$ cat src/rtl/aes_package.sv
// Shared types and constants for the iterative AES round sequencer.
package aes_package;

    typedef enum logic [1:0] {
        IDLE  = 2'd0,
        ROUND = 2'd1,
        OUT   = 2'd2
    } aes_round_state_t;

    localparam logic [1:0] AES_KEY_128     = 2'b00;
    localparam logic [1:0] AES_KEY_192     = 2'b01;
    localparam logic [1:0] AES_KEY_256     = 2'b10;
    localparam logic [1:0] AES_KEY_ILLEGAL = 2'b11;

    localparam logic [3:0] AES_NR_128 = 4'd10;
    localparam logic [3:0] AES_NR_192 = 4'd12;
    localparam logic [3:0] AES_NR_256 = 4'd14;

    // The illegal code never reaches here in practice; it is rejected at accept.
    function automatic logic [3:0] aes_nr(input logic [1:0] key_size);
        case (key_size)
            AES_KEY_192: aes_nr = AES_NR_192;
            AES_KEY_256: aes_nr = AES_NR_256;
            default:     aes_nr = AES_NR_128;
        endcase
    endfunction

endpackage

$ cat src/rtl/aes_round_ctrl.sv
// Round sequencer: accepts a block, steps the shared datapath through
// rounds 0..Nr as round keys become available, then presents the result.
module aes_round_ctrl
    import aes_package::*;
#(
    parameter int BLK_CNT_W = 16
) (
    input  logic                 clk,
    input  logic                 reset_n,
    input  logic                 clear,
    input  logic                 enable_i,
    input  logic [1:0]           key_size_i,
    input  logic                 in_valid_i,
    output logic                 in_ready_o,
    output logic                 out_valid_o,
    input  logic                 out_ready_i,
    output logic                 key_start_o,
    input  logic                 key_valid_i,
    output logic                 dp_load_o,
    output logic                 dp_round_en_o,
    output logic                 dp_addkey_only_o,
    output logic                 dp_skip_mix_o,
    output logic [3:0]           round_o,
    output logic                 busy_o,
    output logic                 err_key_size_o,
    output logic [BLK_CNT_W-1:0] blocks_done_o
);

    aes_round_state_t     state;
    logic [3:0]           round_q;
    logic [3:0]           nr_q;
    logic                 err_q;
    logic [BLK_CNT_W-1:0] done_q;
    logic                 key_ok;
    logic                 accept;

    assign key_ok = (key_size_i != AES_KEY_ILLEGAL);

    // clear wins over any handshake in the same cycle, so it masks accepts and round pulses.
    assign in_ready_o       = (state == IDLE) & enable_i & key_ok & ~clear;
    assign accept           = in_valid_i & in_ready_o;
    assign dp_load_o        = accept;
    assign key_start_o      = accept;
    assign dp_round_en_o    = (state == ROUND) & key_valid_i & enable_i & ~clear;
    assign dp_addkey_only_o = dp_round_en_o & (round_q == 4'd0);
    assign dp_skip_mix_o    = dp_round_en_o & (round_q == nr_q);

    assign out_valid_o    = (state == OUT);
    assign busy_o         = (state != IDLE);
    assign round_o        = round_q;
    assign err_key_size_o = err_q;
    assign blocks_done_o  = done_q;

    always_ff @(posedge clk or negedge reset_n) begin
        if (!reset_n) begin
            state   <= IDLE;
            round_q <= 4'd0;
            nr_q    <= AES_NR_128;
            err_q   <= 1'b0;
            done_q  <= '0;
        end else if (clear) begin
            state   <= IDLE;
            round_q <= 4'd0;
            nr_q    <= AES_NR_128;
            err_q   <= 1'b0;
            done_q  <= '0;
        end else begin
            case (state)
                IDLE: begin
                    if (accept) begin
                        nr_q    <= aes_nr(key_size_i);
                        round_q <= 4'd0;
                        state   <= ROUND;
                    end
                    if (in_valid_i & enable_i & ~key_ok) begin
                        err_q <= 1'b1;
                    end
                end
                ROUND: begin
                    if (dp_round_en_o) begin
                        if (round_q == nr_q) begin
                            state <= OUT;
                        end else begin
                            round_q <= round_q + 4'd1;
                        end
                    end
                end
                OUT: begin
                    if (out_ready_i) begin
                        done_q  <= done_q + 1'b1;
                        round_q <= 4'd0;
                        state   <= IDLE;
                    end
                end
                default: state <= IDLE;
            endcase
        end
    end

endmodule

$ cat config.mk
export PLATFORM = sky130hd
export DESIGN_NAME = aes_round_ctrl
export DESIGN_NICKNAME = d
export VERILOG_FILES = /design/src/rtl/aes_package.sv /design/src/rtl/aes_round_ctrl.sv
export SDC_FILE = /design/constraint.sdc
export NUM_CORES = 1
export LEC_CHECK = 0
export ABC_AREA = 1
export CORE_ASPECT_RATIO = 0.75
export CORE_MARGIN = 2
export CORE_UTILIZATION = 51
export DETAILED_ROUTE_END_ITERATION = 6
export GPL_TIMING_DRIVEN = 1
export PLACE_DENSITY = 0.85
export RECOVER_POWER = 25
export SYNTH_ARGS = -nofsm -noshare
export SYNTH_HDL_FRONTEND = slang
export SYNTH_SLANG_ARGS = --single-unit
$ cat constraint.sdc
create_clock -name clk -period 1.7 [get_ports clk]
set_clock_uncertainty 0.2 [all_clocks]
set_input_delay 0.17 -clock clk [delete_from_list [all_inputs] [get_ports clk]]
set_output_delay 0.17 -clock clk [all_outputs]
set_load 0.02 [all_outputs]
## Word-level counts from Yosys, hierarchy flattened

Index checks and enable logic that the tools add are counted.

| storage, ports and cells | value |
|---|---|
| bits in registers | 27 |
| input bits | 9 |
| output and inout bits | 29 |
| logic and storage cells | 67 |

| operators by class | value |
|---|---|
| add/sub/neg operators | 2 |
| equal/unequal tests | 11 |
| mux-type cells | 22 |
| bitwise operators | 13 |
| reductions and logical operators | 14 |

Operator list:

| cell | count |
|---|---|
| 16-bit 2-to-1 mux | 3 |
| 4-bit 2-to-1 mux | 8 |
| 16-bit by 1-bit adder with 16-bit output, second input constant | 1 |
| 4-bit one-hot mux with 3 select lines | 1 |
| 2-bit nonzero test | 6 |
| 1-bit AND | 11 |
| 2-bit 2-to-1 mux | 5 |
| 3-bit != test, second input constant | 3 |
| 3-bit by 2-bit != test with 1-bit output, second input constant | 2 |
| 2-bit one-hot mux with 3 select lines | 1 |
| 3-bit one-hot mux with 2 select lines | 1 |
| 2-bit AND reduction | 3 |
| 5-bit AND reduction | 1 |
| 4-bit by 1-bit adder with 4-bit output, second input constant | 1 |
| 2-bit by 1-bit == test with 1-bit output, second input constant | 2 |
| 2-bit == test, second input constant | 2 |
| 4-bit == test | 1 |
| 4-bit zero test | 1 |
| 4-bit AND reduction | 1 |
| 4-bit nonzero test | 1 |
| 1-bit 2-to-1 mux | 3 |
| 2-bit zero test | 1 |
| 2-bit != test, second input constant | 1 |
| 1-bit NOT | 2 |

## Longest topological paths before layout

Gate-level depths: netlist of the first run.

| depth | value |
|---|---|
| word-level depth | 8 |
| depth in mapped cells | 9 |
| depth with buffers taken out | 8 |

## Worst setup path after synthesis of the first run

OpenSTA, ideal clock, no wires.

| timing path | value |
|---|---|
| path type | register -> output |
| start | reg round_q[0] (netlist: round_o[0]) |
| end | out dp_addkey_only_o |
| arrival time | 1.316 ns |
| required time | 1.330 ns |
| slack | 0.014 ns |
| cell stages (with the launch flop) | 5 |
| path buffers | 0 |
| cells stage by stage | dfrtp_1 -> inv_1 -> ha_1 -> nand3_1 -> nor3_1 |

| on the way | value |
|---|---|
| longest elaborated chain between the ends | 2 |

RTL lines:

| item | line | text |
|---|---|---|
| start: declaration | aes_round_ctrl.sv:30 | `logic [3:0] round_q;` |
| start signal: assignment | aes_round_ctrl.sv:84 | `round_q <= round_q + 4'd1;` |
| 4-bit zero test | aes_round_ctrl.sv:45 | `assign dp_addkey_only_o = dp_round_en_o & (round_q == 4'd0);` |
| 1-bit AND | aes_round_ctrl.sv:45 |  |
| end: declaration | aes_round_ctrl.sv:21 | `output logic dp_addkey_only_o,` |

Every way passes these cells.

## Final worst setup path of the first run

| timing path | value |
|---|---|
| start | reg nr_q[1] |
| end | out dp_skip_mix_o |

| on the way | value |
|---|---|
| longest elaborated chain between the ends | 2 |

RTL lines:

| item | line | text |
|---|---|---|
| start: declaration | aes_round_ctrl.sv:31 | `logic [3:0] nr_q;` |
| start signal: assignment | aes_round_ctrl.sv:71 | `nr_q <= aes_nr(key_size_i);` |
| 4-bit == test | aes_round_ctrl.sv:46 | `assign dp_skip_mix_o = dp_round_en_o & (round_q == nr_q);` |
| 1-bit AND | aes_round_ctrl.sv:46 |  |
| end: declaration | aes_round_ctrl.sv:22 | `output logic dp_skip_mix_o,` |

Every way passes these cells.

==> results of run 1 <==
-- layout make-up --
cell class                 instances  area share
multi-input combinational        172       0.397
timing repair buffer              73       0.264
sequential                        25       0.254
inverter                          31      0.0479
tap                               40      0.0202
clock buffer                       4      0.0181
-- placed cells by master (no fill, tap or decap), drive strengths merged, types with 5 or more instances in the layout --
master,synthesis,layout
nand2,66,66
buf,5,41
nor2,38,38
inv,31,31
dfrtp,24,24
nand3,19,19
nand4,16,16
dlygate4sd2,0,15
o21ai,10,10
clkdlybuf4s50,0,9
a21oi,7,7
clkbuf,0,6
dlymetal6s2s,0,5
ha,5,5
-- worst register-to-register path, delay by kind of cell (launching register included) --
family / cells / cell delay [ns]
buffers and inverters: 4 / 0.45
DFF: 1 / 0.44
and+or+nand+nor: 5 / 0.41
AOI/OAI and AO/OA: 1 / 0.14
-- registers in the layout, indices dropped and copies added, names as in the netlist --
register and count:
blocks_done_o 16, err_key_size_o 1, nr_q 2, round_o 4, state 2
-- path summary, 6_finish.rpt --
kind                                                 start                      endpoint  slack, ns  depth (start not counted)
worst max-delay path                   nr_q[1]$_DFFE_PN1P_                 dp_skip_mix_o      -0.07                          7
worst min-delay path                         key_size_i[1]           nr_q[2]$_DFFE_PN0P_       0.14                          4
worst max register to register        state[0]$_DFFE_PN0P_  blocks_done_o[8]$_DFFE_PN0P_      -0.01                         10
worst min register to register  err_key_size_o$_DFFE_PN0P_    err_key_size_o$_DFFE_PN0P_       0.30                          2
max in group asynchronous                          reset_n        round_o[2]$_DFFE_PN0P_       0.62                          2
min in group asynchronous                          reset_n        round_o[1]$_DFFE_PN0P_       0.24                          2
-- routing by layer --
layer | global-route usage | vias up | share of wire
li1 | - | 903 | -
met1 | 0.336 | 866 | 0.45
met4 | 0.104 | 0 | 0.033
met2 | 0.394 | 80 | 0.45
met5 | 0 | - | 0
met3 | 0.0460 | 19 | 0.071
-- through the flow --
| step | utilization | setup TNS, ns |
|---|---|---|
| after global placement | 0.716 | -3.33 |
| after detailed placement | 0.716 | -3.77 |
| after floorplan | - | 0 |
| after CTS | 0.718 | -0.102 |
| after global routing | 0.760 | -0.609 |
| final | 0.760 | -0.0810 |
-- logic make-up (layout without fill, tap and decap cells) --
kind of cell / Yosys count / in the layout / share of synthesized area
flops: 25 / 25 / 0.362
fa+ha+maj: 5 / 5 / 0.0361
compound gates: 22 / 22 / 0.0802
simple gates: 143 / 143 / 0.421
xor+xnor: 2 / 2 / 0.0101
buf+inv: 36 / 108 / 0.0910
-- power breakdown --
part	switching [mW]	internal (mW)	total, mW
Combinational	0.240	0.201	0.441
Sequential	0.0194	0.620	0.639
Clock	0.196	0.168	0.364
Total	0.455	0.989	1.44
-- Yosys cell counts, drive strengths merged --
cell type	count
nor3	4
o31ai	1
o22ai	1
a31oi	1
nor2	38
xnor2	1
buf	5
ha	5
o21ai	10
nand2	66
o211ai	1
dfstp	1
o21bai	1
a21oi	7
nand3	19
xor2	1
dfrtp	24
inv	31
nand4	16
-- what timing repair did --
action,in CTS,in global routing
buffers inserted,0,8
pin swaps,0,15
cloned,0,0
setup endpoints to repair,22,21
resized for setup,44,31
==> results.yml, run 1 <==
sta:
  slew_headroom: 0.553
  hold_violations: 0
  tightest_slew_ns: 0.668
  setup_slack_ns: -0.0660
  fmax_mhz: 566
  finalCritPeriodShare: 1.04
  whs_ns: 0.135
  slew_viol_final: 0
  period_minus_slack_ns: 1.77
  rsz0062_at_grt: "true"
  setup_viol: 2
floorplan:
  rows: 18
  die_w_um: 71.3
  dieArea_mm2: 0.00388
  die_y_um: 54.5
  fp.coreArea_mm2: 0.00327
  start_util: 0.531
  io_pins: 38
finish:
  insertedDiodeCount: 0
  layout.nets: 320
  multi_input_area_um2: 985
  synthToLayoutAreaGrowth_pct: 43.2
  design_area_mm2: 0.00248
  final-seq-area_um2: 629
  n_fill_cell: 217
  drive_above_1_share: 0.305
  instances_no_fill: 345
cts:
  clkLatencyLatePin_ns: 0.27
  clockBufferDepth: 2
  cts_tree: "built"
  root_buffer: "clkbuf_8"
  cts.clk_slew.worst_paths_ns: 0.09
  cts_buffers: 3
  hold_buffers: 0
  cts_sinks: 25
  cts_max_level: 1
logic_synthesis:
  synth_area_leaders: "dfrtp_1 35%, nand2_1 12%, nor2_1 6.3%, nand4_1 5.8%, inv_1 5.4%"
  yosys_register_bits: 25
  yosysTopAreaCell: "dfrtp_1"
  yosysWarnings: 0
  synth.net_count: 247
  syn_inst: 233
  synth.top_cell.area_share: 0.347
  seq_area_frac_synth: 0.362
  syn_area_per_cell_um2: 7.44
  yosysUniqueCellTypes: 33
  syn-cell-area_mm2: 0.00173
detailed_routing:
  num_vias: 1868
  routed_wl_mm: 4.87
  drtPass1Iterations: 4
  first_iter_violations: 175
  routedWlPerCell_um: 14.1
  via_per_inst: 5.41
  detail-route-antenna-nets: 0
  drc: 0
power:
  max-vdd-ir-drop_uv: 332
  p_total_mw: 1.44
  power.leakage_nw: 1.30
  p_per_area_mw_per_mm2: 582
worst_setup_path:
  start_kind: "register"
  cp_top_family: "flip-flops"
  path_common_cell: "nand2_2"
  worst-setup-path-type: "register to output pin"
  cp.required_ns: 1.33
  critPathSlowestCell: "dfstp_2"
  crit_path_end_kind: "output pin"
  cp_max_fo: 2
  cp_slowest_stage_delay_ns: 0.55
  worstPathCellList: "inv_2, nand2_2, nand2_2, nor2_4, nand3_2, nor2_1, buf_4"
  worst-path-buf-inv: 2
  crit_arrival_ns: 1.40
outcome:
  violations: "negative setup slack"
  status: "finished with violations"
hold_path:
  hp-class: "primary input to register"
placement:
  dpl-instance-area_mm2: 0.00234
  place_congestion: 0.893
  port_buffers: 37
  placed_cells_incl_taps: 333
  hpwlAfterDp_mm: 3.39
  place_worst_setup_slack_ns: -0.445
global_routing:
  gr-total-overflow: 0
  antenna_found_initial: 0
  grt_pass1_wl_mm: 7.32
  first_global_vias: 1617
  grt_max_degree: 26
  track_usage: 0.247
job:
  drv_cap: 0
(Power assumes the default switching activity.)
==> inputs of run 2 (changes only) <==
ABC_AREA = not set   (was 1)
CORE_ASPECT_RATIO = 1.75   (was 0.75)
CORE_UTILIZATION = 47   (was 51)
PLACE_DENSITY = 0.83   (was 0.85)
==> results.yml, run 2 <==
outcome:
  status: "finished with violations"
  violations: "negative setup slack"
power:
  power.leakage_nw: 1.11
  max-vdd-ir-drop_uv: 396
  switching_power_uw: 277
  internal-power_uw: 843
  p_sw_frac: 0.248
  p_comb_frac: 0.138
  p_clk_frac: 0.321
  p_seq_frac: 0.541
  p_per_area_mw_per_mm2: 492
  p_total_mw: 1.12
detailed_routing:
  via_per_inst: 5.82
  detail-route-antenna-nets: 0
  drtPass1Iterations: 4
  num_vias: 1454
  routed_wl_mm: 4.23
  drc: 0
  first_iter_violations: 35
  routedWlPerCell_um: 16.9
global_routing:
  globalRouteMet2Util: 0.449
  gr-total-overflow: 0
  grt_pass1_wl_mm: 6.64
  antenna_found_initial: 0
  grt_max_degree: 27
  track_usage: 0.252
  met3_usage: 0.0284
  first_global_vias: 1512
  top_usage_layer: "met2"
  use_met1: 0.273
sta:
  slew_headroom: 0.572
  setup_viol: 19
  setup_slack_ns: -0.188
  period_minus_slack_ns: 1.89
  rsz0062_at_grt: "true"
  hold_violations: 0
  fmax_mhz: 530
  finalCritPeriodShare: 1.11
  tightest_slew_ns: 0.643
  setup_tns_ns: -1.66
  whs_ns: 0.231
  slew_viol_final: 0
cts:
  clockBufferDepth: 2
  clkLatencyLatePin_ns: 0.27
  cts.clk_slew.worst_paths_ns: 0.09
  root_buffer: "clkbuf_8"
  cts_buffers: 3
  cts_tree: "built"
  cts_max_level: 1
  cts_sinks: 25
logic_synthesis:
  yosysMostFrequentCell: "dfrtp_1"
  syn_area_per_cell_um2: 9.58
  syn_inst: 146
  yosys_most_used_dff: "dfrtp_1"
  async_reset_ff_frac: 1.00
  synth.net_count: 160
  yosysWarnings: 0
  yosysTopAreaCell: "dfrtp_1"
  synth.top_cell.area_share: 0.429
  yosysUniqueCellTypes: 41
  synth_commonest_cells: "24 x dfrtp_1, 18 x nor2_1, 10 x nand3_1"
  synth_area_leaders: "dfrtp_1 43%, xor2_1 5.0%, nor2_1 4.8%, ha_1 4.5%, nand3_1 3.6%"
  synth_edf_count: 0
  yosys_register_bits: 25
  seq_area_frac_synth: 0.448
  syn-cell-area_mm2: 0.00140
finish:
  layout.nets: 237
  largest_reg_flops: 16
  n_fill_cell: 190
  insertedDiodeCount: 0
  fin_util: 0.786
  layout_commonest_cell: "buf_4"
  drive_above_1_share: 0.396
  multi_input_area_um2: 822
  synthToLayoutAreaGrowth_pct: 62.6
  final_cell_mix: "32 x buf_4, 18 x dfrtp_1, 16 x nor2_1, 15 x dlygate4sd2_1, 11 x buf_6"
  final-seq-area_um2: 634
floorplan:
  die_w_um: 45.2
  die_y_um: 76.2
  dieArea_mm2: 0.00345
  fp.coreArea_mm2: 0.00290
  start_util: 0.483
  rows: 26
  io_pins: 38
placement:
  place_congestion: 0.835
  hpwlAfterDp_mm: 2.80
  port_buffers: 37
hold_path:
  hold_end: "nr_q[2]$_DFFE_PN0P_"
  hp-class: "primary input to register"
  hp-start: "key_size_i[1]"
  min_delay_path_depth: 4
worst_setup_path:
  crit_path_end_kind: "output pin"
  r2r-end: "blocks_done_o[15]$_DFFE_PN0P_"
  reg2reg_depth: 5
  start_kind: "register"
  crit_arrival_ns: 1.52
  cp.required_ns: 1.33
  timing.rr.start: "state[0]$_DFFE_PN0P_"
  cp_max_fo: 2
  reg2reg_setup_slack_ns: -0.17
  worst-setup-path-type: "register to output pin"
job:
  drv_cap: 0
==> run 2: stage by stage <==
step           setup WS, ns  cell area, um^2  std cells
2_1_floorplan       -0.0801             1420        146
3_3_place_gp         -0.694             2020        236
3_5_place_dp         -0.699             2020        236
4_1_cts              -0.188             2110        245
5_1_grt              -0.236             2270        250
6_report             -0.188             2270        250
==> run 2: critical path, cell delays in order (launching register included) <==
cell     delay (ns)
dfstp_2        0.56
xnor2_1        0.14
nand4_1        0.18
nor3_2         0.19
buf_4          0.18
==> run 2: logic make-up (layout without fill, tap and decap cells) <==
| logic type | Yosys count | in the layout | share of synthesized area |
|---|---|---|---|
| simple gates | 65 | 65 | 0.254 |
| flops | 25 | 25 | 0.448 |
| compound gates | 24 | 24 | 0.125 |
| buf+inv | 14 | 90 | 0.0456 |
| xor+xnor | 12 | 12 | 0.0751 |
| fa+ha+maj | 5 | 5 | 0.0447 |
| mux | 1 | 1 | 0.00716 |
==> run 2: worst max path at each step <==
stage / startpoint / endpoint / slack (ns)
floorplan: state[1]$_DFFE_PN0P_ / dp_addkey_only_o / -0.08
global placement: clear / dp_addkey_only_o / -0.69
detailed placement: clear / dp_addkey_only_o / -0.70
CTS: state[1]$_DFFE_PN0P_ / dp_skip_mix_o / -0.19
global route: state[0]$_DFFE_PN0P_ / blocks_done_o[15]$_DFFE_PN0P_ / -0.24
finish: nr_q[1]$_DFFE_PN1P_ / dp_skip_mix_o / -0.19
==> run 2: area by class of cell <==
class	count	area share
repair buffers	77	0.310
clock buffers	4	0.0198
multi-input cells	107	0.361
inverters	9	0.0149
flip-flops and latches	25	0.279
well taps	28	0.0154
==> run 2: power groups by stage <==
stage | Clock, mW | Combinational, mW | Sequential [mW]
floorplan | 0 | 0.0511 | 0.619
global placement | 0 | 0.124 | 0.616
detailed placement | 0 | 0.129 | 0.616
CTS | 0.361 | 0.136 | 0.605
global route | 0.386 | 0.166 | 0.606
finish | 0.360 | 0.155 | 0.605
==> run 2: per-layer routing <==
layer / part of all wire / vias to the layer above
li1: - / 668
met5: 0 / -
met1: 0.36 / 723
met2: 0.57 / 48
met3: 0.031 / 15
met4: 0.038 / 0
==> run 2: what timing repair did <==
item	4_1_cts	5_1_grt
buffers inserted	5	6
endpoints found under the hold margin	0	0
hold buffers	0	0
endpoints found under the setup margin	29	27
gates resized for setup	65	30
cloned	0	0
pin swaps	8	17
==> inputs of run 3 (changes only) <==
CTS_CLUSTER_SIZE = 14   (was not set)
==> results of run 3 <==
Same layout as run 2: the final DEF is identical, and so are final timing and power.
